$ cat config.mk
export PLATFORM = sky130hd
export DESIGN_NAME = mem_dump_reader
export DESIGN_NICKNAME = d
export VERILOG_FILES = /design/src/rtl/mem_dump_reader.sv
export SDC_FILE = /design/constraint.sdc
export NUM_CORES = 1
export LEC_CHECK = 0
export BUFFER_PORTS_ARGS = -buffer_cell sky130_fd_sc_hd__buf_2
export CORE_MARGIN = 1.5
export CORE_UTILIZATION = 43
export CTS_CLUSTER_SIZE = 14
export DETAILED_ROUTE_END_ITERATION = 6
export GPL_ROUTABILITY_DRIVEN = 0
export MAX_ROUTING_LAYER = met4
export PLACE_DENSITY_LB_ADDON = 0.2
export SKIP_LAST_GASP = 1
export SLEW_MARGIN = 20
export SYNTH_ARGS = -nofsm -noshare
export SYNTH_HDL_FRONTEND = slang
export SYNTH_SLANG_ARGS = --single-unit
$ cat constraint.sdc
create_clock -name clk -period 2.22 [get_ports clk]
set_input_delay 0.111 -clock clk [delete_from_list [all_inputs] [get_ports clk]]
set_output_delay 0.111 -clock clk [all_outputs]
set_load 0.05 [all_outputs]
$ cat src/rtl/mem_dump_reader.sv
// rtl/mem_dump_reader.sv - debug-side data-memory dump reader, word reads serialized MSB-first to a byte stream
//
// Walks i_word_count consecutive data-memory words starting at i_first_addr
// (wrapping modulo 2^NB_ADDR), reading each through the memory's synchronous
// read port and sending its bytes, most significant first, over a valid/ready
// byte stream toward the debug UART transmitter.
//
// Ports:
//   clk           clock, rising edge
//   i_rst_n       asynchronous active-low reset
//   i_start       start pulse, honoured only in IDLE
//   i_first_addr  first word address, sampled with an accepted start
//   i_word_count  number of words (0 = none), sampled with an accepted start
//   i_abort       cancel a dump in progress
//   o_rd_en       memory read strobe
//   o_rd_addr     memory read address
//   i_rd_data     memory read data, valid the cycle after o_rd_en
//   o_tx_valid    byte available
//   o_tx_data     byte to transmit
//   i_tx_ready    transmitter accepts byte
//   o_busy        high outside IDLE
//   o_done        one-cycle pulse on normal completion

module mem_dump_reader #(
    parameter int NB_DATA = 32,
    parameter int NB_ADDR = 8
) (
    input  logic               clk,
    input  logic               i_rst_n,
    input  logic               i_start,
    input  logic [NB_ADDR-1:0] i_first_addr,
    input  logic [NB_ADDR:0]   i_word_count,
    input  logic               i_abort,
    output logic               o_rd_en,
    output logic [NB_ADDR-1:0] o_rd_addr,
    input  logic [NB_DATA-1:0] i_rd_data,
    output logic               o_tx_valid,
    output logic [7:0]         o_tx_data,
    input  logic               i_tx_ready,
    output logic               o_busy,
    output logic               o_done
);

    localparam int NB_BYTES = NB_DATA / 8;
    localparam int NB_IDX   = (NB_BYTES > 1) ? $clog2(NB_BYTES) : 1;
    localparam logic [NB_IDX-1:0]  LAST_IDX = NB_IDX'(NB_BYTES - 1);
    localparam logic [NB_ADDR:0]   CNT_ONE  = (NB_ADDR + 1)'(1);

    typedef enum logic [2:0] {
        ST_IDLE,
        ST_READ,
        ST_WAIT,
        ST_SEND,
        ST_DONE
    } state_t;

    state_t              state;
    state_t              state_next;
    logic [NB_ADDR-1:0]  addr;
    logic [NB_ADDR:0]    remaining;
    logic [NB_DATA-1:0]  word_buf;
    logic [NB_IDX-1:0]   byte_idx;

    logic start_ok;
    logic tx_hs;
    logic last_byte;

    assign start_ok  = (state == ST_IDLE) && i_start;
    // Valid is a pure state decode, so gating the handshake by state keeps
    // o_tx_valid independent of i_tx_ready.
    assign tx_hs     = (state == ST_SEND) && i_tx_ready;
    assign last_byte = (byte_idx == LAST_IDX);

    // State register
    always_ff @(posedge clk or negedge i_rst_n) begin
        if (!i_rst_n) begin
            state <= ST_IDLE;
        end else begin
            state <= state_next;
        end
    end

    // Next-state logic; abort overrides everything outside IDLE, while in
    // IDLE a simultaneous start takes precedence because abort is ignored there.
    always_comb begin
        state_next = state;
        if (state != ST_IDLE && i_abort) begin
            state_next = ST_IDLE;
        end else begin
            case (state)
                ST_IDLE: begin
                    if (i_start) begin
                        state_next = (i_word_count != '0) ? ST_READ : ST_DONE;
                    end
                end
                ST_READ: state_next = ST_WAIT;
                ST_WAIT: state_next = ST_SEND;
                ST_SEND: begin
                    if (tx_hs && last_byte) begin
                        state_next = (remaining == CNT_ONE) ? ST_DONE : ST_READ;
                    end
                end
                ST_DONE: state_next = ST_IDLE;
                default: state_next = ST_IDLE;
            endcase
        end
    end

    // Output decode from registered state only
    always_comb begin
        o_rd_en    = 1'b0;
        o_tx_valid = 1'b0;
        o_done     = 1'b0;
        o_busy     = 1'b1;
        case (state)
            ST_IDLE: o_busy     = 1'b0;
            ST_READ: o_rd_en    = 1'b1;
            ST_SEND: o_tx_valid = 1'b1;
            ST_DONE: o_done     = 1'b1;
            default: ;
        endcase
    end

    // Datapath. word_buf is shifted left after every accepted byte so the
    // outgoing byte is always its top slice, straight from a register.
    always_ff @(posedge clk or negedge i_rst_n) begin
        if (!i_rst_n) begin
            addr      <= '0;
            remaining <= '0;
            word_buf  <= '0;
            byte_idx  <= '0;
        end else begin
            if (start_ok) begin
                addr      <= i_first_addr;
                remaining <= i_word_count;
            end
            if (state == ST_WAIT) begin
                word_buf <= i_rd_data;
                byte_idx <= '0;
            end
            if (tx_hs) begin
                word_buf <= word_buf << 8;
                if (last_byte) begin
                    byte_idx  <= '0;
                    remaining <= remaining - CNT_ONE;
                    addr      <= addr + NB_ADDR'(1);
                end else begin
                    byte_idx <= byte_idx + NB_IDX'(1);
                end
            end
        end
    end

    assign o_rd_addr = addr;
    assign o_tx_data = word_buf[NB_DATA-1 -: 8];

endmodule

==> results of run 1 <==
## per-layer routing
metal	GRT usage	up-vias
met2	0.306	73
met4	0.0633	0
met5	-	-
met1	0.298	1130
met3	0.0363	6
li1	-	1211
## power breakdown
group          internal [W]  switching [W]  leakage (nW)
Combinational      0.000415       0.000890         0.878
Sequential          0.00135       0.000277         0.657
Clock              0.000223       0.000319        0.0452
Total               0.00199        0.00149          1.58
## metrics by stage
stage	instances	hold WS (ps)	total power [W]	setup WS (ps)	area, um2
6_report	446	2.38	0.00347	213	3260
5_1_grt	446	2.46	0.00372	78.8	3260
4_1_cts	445	0.777	0.00350	180	3250
3_5_place_dp	434	86.7	0.00295	263	3140
3_3_place_gp	434	75.2	0.00291	332	3140
2_1_floorplan	301	-185	0.00267	205	2730
## area by class of cell
| type | count | area [um2] |
|---|---|---|
| multi-input combinational | 215 | 1220 |
| inverter | 5 | 18.8 |
| sequential | 54 | 1350 |
| clock buffer | 6 | 72.6 |
| timing repair buffer | 89 | 495 |
| fill | 600 | 2760 |
| clock inverter | 2 | 13.8 |
| tap | 75 | 93.8 |
## cell usage in the layout, fill, tap and decap left out, drive strengths merged, types with 3 or more instances in the layout
| cell type | count |
|---|---|
| buf | 85 |
| nand2 | 75 |
| dfrtp | 54 |
| a22oi | 25 |
| nor2 | 19 |
| o21ai | 15 |
| nand3 | 13 |
| a21oi | 11 |
| nor3 | 7 |
| clkbuf | 6 |
| o221a | 5 |
| inv | 5 |
| nor4 | 4 |
| ha | 4 |
| dlygate4sd3 | 4 |
| o21a | 3 |
| o22ai | 3 |
| a211oi | 3 |
## final timing paths
| kind | startpoint | slack [ps] | endpoint |
|---|---|---|---|
| max in group asynchronous | i_rst_n | 1320 | word_buf[25]$_DFFE_PN0P_ |
| min in group asynchronous | i_rst_n | 260 | word_buf[3]$_DFFE_PN0P_ |
| worst min register to register | word_buf[25]$_DFFE_PN0P_ | 470 | word_buf[25]$_DFFE_PN0P_ |
| worst max register to register | remaining[0]$_DFF_PN0_ | 210 | remaining[6]$_DFF_PN0_ |
| worst min-delay path | i_rd_data[1] | 2 | word_buf[1]$_DFFE_PN0P_ |
| worst max-delay path | remaining[0]$_DFF_PN0_ | 210 | remaining[6]$_DFF_PN0_ |
## tightest hold or removal path: cells and delay by family
| family | cells | cell delay [ps] |
|---|---|---|
| AND/OR/NAND/NOR | 1 | 40 |
| buffers and inverters | 1 | 70 |
| AO/OA/AOI/OAI | 1 | 60 |
## Yosys cell counts, types with 2 or more instances
| master | number | area, um2 |
|---|---|---|
| o211ai_1 | 2 | 15.0 |
| o21a_1 | 3 | 22.5 |
| o32ai_1 | 2 | 17.5 |
| buf_4 | 9 | 67.6 |
| clkbuf_1 | 10 | 37.5 |
| nand2_1 | 75 | 282 |
| and3_1 | 2 | 12.5 |
| buf_2 | 7 | 35.0 |
| o21ai_1 | 5 | 25.0 |
| o221a_2 | 5 | 56.3 |
| dfrtp_1 | 54 | 1350 |
| nor2_1 | 19 | 71.3 |
| nand3_1 | 13 | 65.1 |
| a21oi_1 | 11 | 55.1 |
| ha_1 | 4 | 50.1 |
| o22ai_1 | 3 | 18.8 |
| nor3_1 | 7 | 35.0 |
| nor4_1 | 4 | 25.0 |
| a211oi_1 | 3 | 22.5 |
| o21ai_0 | 9 | 45.0 |
| a22oi_1 | 25 | 188 |
| inv_1 | 5 | 18.8 |
| a311oi_1 | 2 | 17.5 |
## kinds of logic after synthesis
family                     Yosys count  synth area share
and+or+nand+nor                    133             0.223
buffers and inverters               32            0.0623
adders and majority gates            4            0.0183
AOI/OAI and AO/OA                   78             0.201
DFF                                 54             0.495
## registers in the layout, summed over array words and instances (netlist names)
signal / cells
word_buf: 32
remaining: 9
o_rd_addr: 8
state: 3
byte_idx: 2
## timing repair
action	in CTS	in global routing
gates resized for setup	0	1
hold buffers	3	1
endpoints found under the hold margin	19	1
endpoints found under the setup margin	0	1
==> metrics.txt, run 1 <==
outcome finished, final reports clean; Tightest Hold Check Type input pin to flop; Die W 82.7 um; Hold Fails Final Rpt 0; CP max FO 4; # diodes 0; PwrDens 1060 nW/um2; clock-pin slew on the worst setup and hold paths 100 ps; reg2reg path depth 6; Crit Path Class flop to flop; Worst-Margin Slew 533 ps; WP data arrival 2200 ps; Hold Crit Depth 3; H-tree level count 2; grt ovf 0; max_cap viols 0; Core Box Area 6030 um2; Post-Syn Area per Cell 9.08 um2; CTS Root Cell clkbuf_8; Mapped Nets 359; RSZ-0062 raised after global routing no; wire per inst 14.7 um; initial antenna violation count 0; Critical Path RT 2410 ps; max layer used met4; DRT Pass-1 Iters 5; Post-synth ARST share 1.00; Syn Inst Count 301; Rows 28; clock skew 13.4 ps; CTS tree built; area delta synth->final 19.4%; final net count 428; Chip Height 82.7 um; Max stage delay cell, worst path or3b_2; Fmax 0.498 GHz; largest net degree at the start of global routing 41; Period Utilization, post-route 0.904; DRT iter0 DRCs 162; Crit path depth 6; DR vias/cell 5.43; TritonCTS buffer count 5; crit-path leading delay family compound AO/OA/AOI/OAI gates; clock latency on the worst-skew pair 310 ps; Peak VDD IR 580 uV; Post-DP HPWL 4.64 mm; setup bufs post-CTS 0; Max-slew headroom 0.645; register area share after synthesis 0.495; Synth warnings 0; Routed Antenna Nets 0; wirelength, routed 6.56 mm; Setup crit end kind flop; Util after Layout 0.542; number of placed I/O pins 74; die area 6840 um2; clk sinks 54; critical path, cell by cell inv_1 -> ha_1 -> or3b_2 -> o311ai_1 -> a21oi_1 -> a311oi_1; starting density of the core 0.453; CTS Buffer Depth 2; Post-synth EDFFs 0; dominant synthesized flop cell dfrtp_1; setup violators final 0; startpoint class of the critical path flop; met2 routed WL 3.01 mm; Crit path largest cell delay 490 ps; Total Routing Usage GR 0.209; met3 routed WL 332 um; share of cells above drive strength 1 0.275; post-synthesis cell type count 45; Synth Register Bits 54; Final Slew Violations 0; wl on met1 3.13 mm; number of port buffers 73; post-synthesis cell area 2730 um2; TNS Setup 0 ps; DRC Markers 0; first-pass GRT wire length 10.6 mm; leak pwr 1.58 nW; routed vias 2420; Worst Path Buf+Inv 1; Tmin final 2010 ps; vias in the first global route 2202
(Power assumes the default switching activity.)
==> run 2, diff against run 1 <==
--- a/config.mk
+++ b/config.mk
@@ -6,8 +6,8 @@
 export NUM_CORES = 1
 export LEC_CHECK = 0
 export BUFFER_PORTS_ARGS = -buffer_cell sky130_fd_sc_hd__buf_2
-export CORE_MARGIN = 1.5
 export CORE_UTILIZATION = 43
+export CTS_BUF_LIST = sky130_fd_sc_hd__clkbuf_4 sky130_fd_sc_hd__clkbuf_8 sky130_fd_sc_hd__clkbuf_16
 export CTS_CLUSTER_SIZE = 14
 export DETAILED_ROUTE_END_ITERATION = 6
 export GPL_ROUTABILITY_DRIVEN = 0
==> run 2 against run 1 <==
  * Critical path depth stayed put
  * First-iteration DRC count is 13% lower
  * Sequential cell count stayed put
  * Largest power group unchanged
==> metrics.txt, run 2 (synthesis results as in run 1) <==
DRT Pass-1 Iters 4 (was 5); Tightest Hold Check Type input pin to flop (unchanged); Period Utilization, post-route 0.917 (was 0.904); H-tree level count 2 (unchanged); Final Slew Violations 0 (unchanged); outcome finished, final reports clean (unchanged); initial antenna violation count 0 (unchanged); Hold Fails Final Rpt 0 (unchanged); most common cell after layout, fill and taps aside nand2_1 (unchanged); clock skew 8.76 ps (was 13.4 ps); largest net degree at the start of global routing 41 (unchanged); clock latency on the worst-skew pair 310 ps (about the same); share of cells above drive strength 1 0.274 (was 0.275); startpoint class of the critical path flop (unchanged); CP max FO 4 (unchanged); Post-DP HPWL 4.58 mm (was 4.64 mm); Rows 28 (unchanged); Final Non-Filler Cells 443 (was 446); CTS Root Cell clkbuf_8 (unchanged); post-route cell area 3280 um2 (was 3260 um2); wire per inst 14.7 um (about the same); Top reg by flops word_buf (unchanged); Routed Antenna Nets 0 (unchanged); crit-path leading delay family compound AO/OA/AOI/OAI gates (unchanged); Total Routing Usage GR 0.220 (was 0.209); reg2reg path depth 6 (unchanged); Core Box Area 6030 um2 (unchanged); dpl cells 433 (was 434); Crit path largest cell delay 490 ps (about the same); routed vias 2457 (was 2420); Setup crit start remaining[1]$_DFF_PN0_ (was remaining[0]$_DFF_PN0_); DR vias/cell 5.55 (was 5.43); Fmax 0.491 GHz (was 0.498 GHz); RSZ-0062 raised after global routing no (unchanged); first-pass GRT wire length 10.7 mm (was 10.6 mm); starting density of the core 0.453 (unchanged); Worst Path Buf+Inv 1 (unchanged); wirelength, routed 6.52 mm (was 6.56 mm); setup bufs post-CTS 0 (unchanged); TritonCTS buffer count 5 (unchanged); WP data arrival 2240 ps (was 2200 ps); CTS Buffer Depth 2 (unchanged); Setup crit end kind flop (unchanged); Crit path depth 6 (unchanged); max_cap viols 0 (unchanged); leak pwr 1.58 nW (about the same); number of placed I/O pins 74 (unchanged); grt ovf 0 (unchanged); area delta synth->final 20.0% (was 19.4%); final net count 426 (was 428); Hold Crit Depth 3 (unchanged); FF-to-FF Start remaining[1]$_DFF_PN0_ (was remaining[0]$_DFF_PN0_); die area 6680 um2 (was 6840 um2); Die W 81.7 um (was 82.7 um); Peak VDD IR 514 uV (was 580 uV); vias in the first global route 2306 (was 2202); DRT iter0 DRCs 141 (was 162); instance area after placement 3140 um2 (about the same); Crit Path Class flop to flop (unchanged); hold-fix buffer count after cts 3 (unchanged); post-cts resize count 0 (unchanged); Worst-Margin Slew 642 ps (was 533 ps); # diodes 0 (unchanged); number of port buffers 73 (unchanged); Max-slew headroom 0.572 (was 0.645); setup violators final 0 (unchanged); PwrDens 1090 nW/um2 (was 1060 nW/um2); CTS tree built (unchanged); setup ws final 184 ps (was 213 ps); Critical Path RT 2430 ps (was 2410 ps); Chip Height 81.7 um (was 82.7 um); Largest register FFs 32 (unchanged); most frequent cells in the layout 75 x nand2_1, 73 x buf_2, 54 x dfrtp_1 (unchanged); DRC Markers 0 (unchanged); Max stage delay cell, worst path or3b_2 (unchanged); TNS Setup 0 ps (unchanged); Tmin final 2040 ps (was 2010 ps); hold path start i_rd_data[7] (was i_rd_data[1]); critical path, cell by cell inv_1 -> ha_1 -> or3b_2 -> o311ai_0 -> a21oi_1 -> a311oi_1 (was inv_1 -> ha_1 -> or3b_2 -> o311ai_1 -> a21oi_1 -> a311oi_1); Post-Place Setup Slack 225 ps (was 263 ps); clk sinks 54 (unchanged); clock-pin slew on the worst setup and hold paths 100 ps (about the same); Layout fillers 570 (was 600)
## run 2: cell count changes in the layout (fill, tap and decap cells not counted)
cell,before,now
buf_12,0,1
buf_4,12,10
bufinv_16,0,1
clkbuf_1,1,0
clkinv_2,1,0
dlygate4sd3_1,4,3
o311ai_0,0,1
o311ai_1,1,0
## run 2: through the flow
stage | utilization | hold slack, ps | power [W]
2_1_floorplan | - | -185 | 0.00267
3_3_place_gp | 0.521 | 173 | 0.00292
3_5_place_dp | 0.521 | 163 | 0.00295
4_1_cts | 0.544 | 3.99 | 0.00361
5_1_grt | 0.544 | 0.791 | 0.00384
6_report | 0.544 | 9.36 | 0.00359
## run 2: layout make-up
class	instances	area (um2)	area share
Inverter	5	18.8	0.00572
Sequential cell	54	1350	0.412
Tap cell	75	93.8	0.0286
Clock inverter	2	38.8	0.0118
Multi-Input combinational cell	215	1220	0.371
Clock buffer	5	68.8	0.0210
Timing Repair Buffer	87	490	0.150
## run 2: report_power, final
part | switching [W] | internal [W] | total (W)
Sequential | 0.000266 | 0.00135 | 0.00162
Combinational | 0.000900 | 0.000414 | 0.00131
Clock | 0.000324 | 0.000332 | 0.000656
## run 2: worst paths after layout
check	to	slack [ps]
worst max-delay path	remaining[6]$_DFF_PN0_	180
worst min-delay path	word_buf[7]$_DFFE_PN0P_	9
worst max register to register	remaining[6]$_DFF_PN0_	180
worst min register to register	word_buf[28]$_DFFE_PN0P_	480
max in group asynchronous	state[2]$_DFFE_PN0P_	1270
min in group asynchronous	o_rd_addr[4]$_DFF_PN0_	360
## run 2: worst register-to-register path, cell delays in order, from the launching register on
cell and delay [ps]:
dfrtp_1 410, inv_1 110, ha_1 230, or3b_2 490, o311ai_0 320, a21oi_1 120
a311oi_1 270
## run 2: layer usage
layer,global-route usage,share of wire,vias to the layer above
li1,-,-,1205
met1,0.308,0.49,1163
met2,0.321,0.44,79
met3,0.0400,0.047,10
met4,0.0737,0.019,0
met5,-,0,-
